===== config.mk =====
export PLATFORM = sky130hd
export DESIGN_NAME = read_adc_serial
export DESIGN_NICKNAME = d
export VERILOG_FILES = /design/src/rtl/read_adc_serial.sv
export SDC_FILE = /design/constraint.sdc
export NUM_CORES = 1
export LEC_CHECK = 0
export CAP_MARGIN = 20
export CORE_ASPECT_RATIO = 0.75
export CORE_MARGIN = 1
export CORE_UTILIZATION = 53
export DETAILED_ROUTE_END_ITERATION = 8
export PLACE_DENSITY = 0.79
export SYNTH_ARGS = -nofsm -noshare
export SYNTH_HDL_FRONTEND = slang
export SYNTH_SLANG_ARGS = --single-unit

===== constraint.sdc =====
create_clock -name clk -period 2 [get_ports clk]
set_clock_uncertainty 0.05 [all_clocks]
set_input_delay 0.5 -clock clk [delete_from_list [all_inputs] [get_ports clk]]
set_output_delay 0.5 -clock clk [all_outputs]
set_load 0.02 [all_outputs]

===== src/rtl/read_adc_serial.sv =====
// Serial ADC frame reader: waits for a DRDYnot falling edge, clocks in one
// MSB-first word on SCLK, and presents it with a valid/ready handshake.
module read_adc_serial #(
  parameter int CLK_DIV   = 4,
  parameter int WORD_BITS = 24
) (
  input  logic                 clk,
  input  logic                 rst,
  input  logic                 enable,
  input  logic                 DRDYnot,
  input  logic                 DOUT,
  output logic                 SCLK,
  output logic                 RFSnot,
  output logic [WORD_BITS-1:0] data_out,
  output logic                 data_valid,
  input  logic                 data_ready,
  output logic                 overrun,
  output logic                 busy
);

  localparam int HALF  = CLK_DIV / 2;
  localparam int DIV_W = (HALF > 1) ? $clog2(HALF) : 1;
  localparam int CNT_W = $clog2(WORD_BITS + 1);

  localparam logic [1:0] IDLE  = 2'd0;
  localparam logic [1:0] SETUP = 2'd1;
  localparam logic [1:0] SHIFT = 2'd2;
  localparam logic [1:0] DONE  = 2'd3;

  logic [1:0]           state;
  logic [DIV_W-1:0]     div;
  logic [CNT_W-1:0]     bit_cnt;
  logic [WORD_BITS-1:0] shreg;
  logic                 drdy_meta;
  logic                 drdy_sync;
  logic                 drdy_prev;
  logic                 drdy_fall;
  logic                 half_done;

  assign drdy_fall = drdy_prev & ~drdy_sync;
  assign half_done = (div == DIV_W'(HALF - 1));
  assign busy      = (state != IDLE);

  // NOTE: synchronizer flops reset to 1 (the idle level of DRDYnot), so a
  // line that stays high across reset never looks like a falling edge.
  always_ff @(posedge clk) begin
    if (rst) begin
      drdy_meta <= 1'b1;
      drdy_sync <= 1'b1;
      drdy_prev <= 1'b1;
    end else begin
      drdy_meta <= DRDYnot;
      drdy_sync <= drdy_meta;
      drdy_prev <= drdy_sync;
    end
  end

  // NOTE: all sequential state uses non-blocking assignments; the later
  // data_valid <= 1 in DONE deliberately overrides the consume clear.
  always_ff @(posedge clk) begin
    if (rst) begin
      state      <= IDLE;
      div        <= '0;
      bit_cnt    <= '0;
      shreg      <= '0;
      SCLK       <= 1'b1;
      RFSnot     <= 1'b1;
      data_out   <= '0;
      data_valid <= 1'b0;
      overrun    <= 1'b0;
    end else begin
      if (data_valid && data_ready) data_valid <= 1'b0;

      case (state)
        IDLE: begin
          SCLK   <= 1'b1;
          RFSnot <= 1'b1;
          if (drdy_fall && enable) begin
            state   <= SETUP;
            RFSnot  <= 1'b0;
            div     <= '0;
            bit_cnt <= '0;
          end
        end

        SETUP: begin
          if (half_done) begin
            state <= SHIFT;
            SCLK  <= 1'b0;
            div   <= '0;
          end else begin
            div <= div + 1'b1;
          end
        end

        SHIFT: begin
          if (half_done) begin
            div <= '0;
            if (!SCLK) begin
              // Rising SCLK: capture the bit the ADC set up on the falling edge.
              SCLK    <= 1'b1;
              shreg   <= {shreg[WORD_BITS-2:0], DOUT};
              bit_cnt <= bit_cnt + 1'b1;
            end else if (bit_cnt == CNT_W'(WORD_BITS)) begin
              state  <= DONE;
              RFSnot <= 1'b1;
            end else begin
              SCLK <= 1'b0;
            end
          end else begin
            div <= div + 1'b1;
          end
        end

        DONE: begin
          state      <= IDLE;
          SCLK       <= 1'b1;
          RFSnot     <= 1'b1;
          data_out   <= shreg;
          data_valid <= 1'b1;
          if (data_valid && !data_ready) overrun <= 1'b1;
        end

        default: state <= IDLE;
      endcase
    end
  end

endmodule


==> flow_summary.toml <==
[status]
run_status = "completed"

[setup_path]
crit_family = "buffers and inverters"
reg2reg_to = "bit_cnt[1]"
r2r_cells = 6
cp.arrival_ns = 1.38
startpoint = "SCLK"
critPathMaxStageDelay_ns = 0.64
crit_chain = "clkdlybuf4s50_1"
endpoint = "SCLK"
critPathSlowestCell = "clkdlybuf4s50_1"
endpoint_kind = "primary output"
setup.worst_path.class = "flip-flop to primary output"
r2r_setup_slack_ns = 0.31
critPathBufInv = 1
cp-start-kind = "flip-flop"
reg2reg_from = "state[0]"
cp.depth = 1
worstPathMaxFanout = 5
cp.required_ns = 1.45

[place]
io_buffers = 34
place_congestion = 0.8675
hpwl_mm = 3.049
place_inst = 348
detailed_place.area_um2 = 2834
dp_slack_ns = 0.08421

[synth]
netlist_instances = 267
ys_ff_latch = 63
ys_seq_area_share_pct = 51.61
synth_cell_types = 32
synth.avg_cell_area_um2 = 9.152
synth_area_um2 = 2444
synth_nets = 280
yosysWarnings = 0

[timing]
relSlewSlack_pct = 73.17
period_share_pct = 96.27
layout_setup_ws_ns = 0.07466
min_period_ns = 1.925
hold_ws_ns = 0.3521
setup_viol = 0
slew_violations = 0
rsz0062_at_grt = "no"
hold_viol = 0
clock.fmax_mhz = 519.4
worstMarginPinSlew_ns = 0.4015
setup_tns_ns = 0

[power]
p_leak_nw = 1.102
swShare_pct = 26.05
powerDensity_nw_per_um2 = 928.7
vdd_drop_max_mv = 0.6165
p_switching_mw = 0.7303
combPwrFrac_pct = 14.8
p_int_mw = 2.073
pwr-share-seq_pct = 47.7
pwr-share-clk_pct = 37.5
p_total_mw = 2.804

[global_routing]
antenna_found_initial = 0
grt_pass1_wl_mm = 7.389
track_usage_pct = 20.86
grt_max_degree = 25
grt_overflow = 0
first_global_vias = 1643

[final_layout]
final_nets = 317
final_cell_mix = "dfxtp_1, nand2_1, nor2_1, clkdlybuf4s50_1, a21oi_1"
design_area_um2 = 3019
syn2layout_area_growth_pct = 23.55
final_common_cell = "dfxtp_1"
layout.cells.non_filler = 363
utilization_pct = 71.39
n_antenna_cell = 0
drive_gt1_share_pct = 9.416

[routing]
drt_iter0_drc = 60
finalWirelength_mm = 4.633
postRouteAntennaNets = 0
wl_per_cell_um = 12.76
drtPass1Iterations = 4
num_vias = 1896
viasPerCell = 5.223
drc_errors = 0

[clocking]
cts_root_buffer = "clkbuf_8"
cts_tree = "yes"
cts-buffers-inserted = 9
cts.sinks = 63
insertion_delay_ns = 0.33
h-tree-depth = 3
path_clk_slew_ns = 0.06
clockBufferDepth = 2
cts_hold_buf = 0

[floorplan]
rows = 20
die_h_um = 60.81
core_region_area_um2 = 4229
dieArea_um2 = 4889
start_util_pct = 57.78
die_x_um = 80.41
ios = 35

[flow_run]
maxCapViolations = 0

[min_path]
min_path_type = "flip-flop to flip-flop"
[state kept, by name, indices dropped and copies added, names as in the netlist, 2 cells and up]
name,cells
data_out,24
shreg,24
bit_cnt,5
state,2
[worst min path at each step]
stage | depth (start not counted) | start | to
after CTS | 1 | drdy_meta | drdy_sync
after detailed placement | 1 | drdy_meta | drdy_sync
after global placement | 1 | drdy_meta | drdy_sync
after global routing | 1 | drdy_meta | drdy_sync
final | 1 | drdy_meta | drdy_sync
after floorplan | 1 | drdy_meta | drdy_sync
[synth_stat cells]
cell / number / share of area, %
dfxtp_1: 63 / 52
nand2_1: 51 / 7.8
nor2_1: 34 / 5.2
a21oi_1: 31 / 6.3
mux2i_1: 25 / 10
buf_2: 8 / 1.6
clkbuf_1: 7 / 1.1
ha_1: 7 / 3.6
inv_1: 6 / 0.92
nand3_1: 3 / 0.61
or2_1: 3 / 0.77
xnor2_1: 3 / 1.1
a221oi_1: 2 / 0.72
and3_1: 2 / 0.51
nand3b_4: 2 / 1.6
nor2b_1: 2 / 0.51
o21bai_1: 2 / 0.61
o31ai_1: 2 / 0.61
a21bo_1: 1 / 0.41
a21boi_0: 1 / 0.31
a22oi_2: 1 / 0.51
buf_4: 1 / 0.31
inv_2: 1 / 0.15
nand2b_4: 1 / 0.56
nand3b_1: 1 / 0.31
nand4_1: 1 / 0.26
nand4b_1: 1 / 0.36
nor4_1: 1 / 0.26
o211ai_1: 1 / 0.31
o21a_1: 1 / 0.31
o21ai_0: 1 / 0.20
o21ai_1: 1 / 0.20
[layer usage]
layer	vias to the layer above	share of wire (%)	wire length [um]	track usage, %
met5	-	0	0	0
met3	4	6.2	285	10.98
met4	0	0.84	39	8.673
li1	954	-	-	-
met1	897	49	2266	25.28
met2	41	44	2042	31.36
[power by group through the flow]
stage | Clock (mW) | Sequential (mW) | Combinational [mW]
6_report | 1.05 | 1.34 | 0.416
4_1_cts | 1.10 | 1.33 | 0.420
5_1_grt | 1.15 | 1.34 | 0.459
2_1_floorplan | 0 | 1.36 | 0.307
3_5_place_dp | 0 | 1.36 | 0.424
3_3_place_gp | 0 | 1.36 | 0.418
[cell families after synthesis]
group | synth area share, %
AO/OA/AOI/OAI | 10.55
flip-flops | 51.61
buffers and inverters | 4.096
AND/OR/NAND/NOR | 18.84
XOR/XNOR | 1.075
multiplexers | 10.24
adder cells (fa/ha/maj) | 3.584
[layout make-up]
cell class | instances | area [um2]
repair buffers | 42 | 390.4
flip-flops and latches | 63 | 1262
inverters | 7 | 26.28
fillers | 343 | 1210
well taps | 55 | 68.82
multi-input cells | 181 | 1082
clock buffers | 12 | 145.1
clock inverters | 3 | 43.79
[what timing repair did]
action	CTS	global route
endpoints found under the setup margin	1	1
hold endpoints to repair	0	0
setup buffers	0	0
resized for setup	2	2
(Power assumes the default switching activity.)
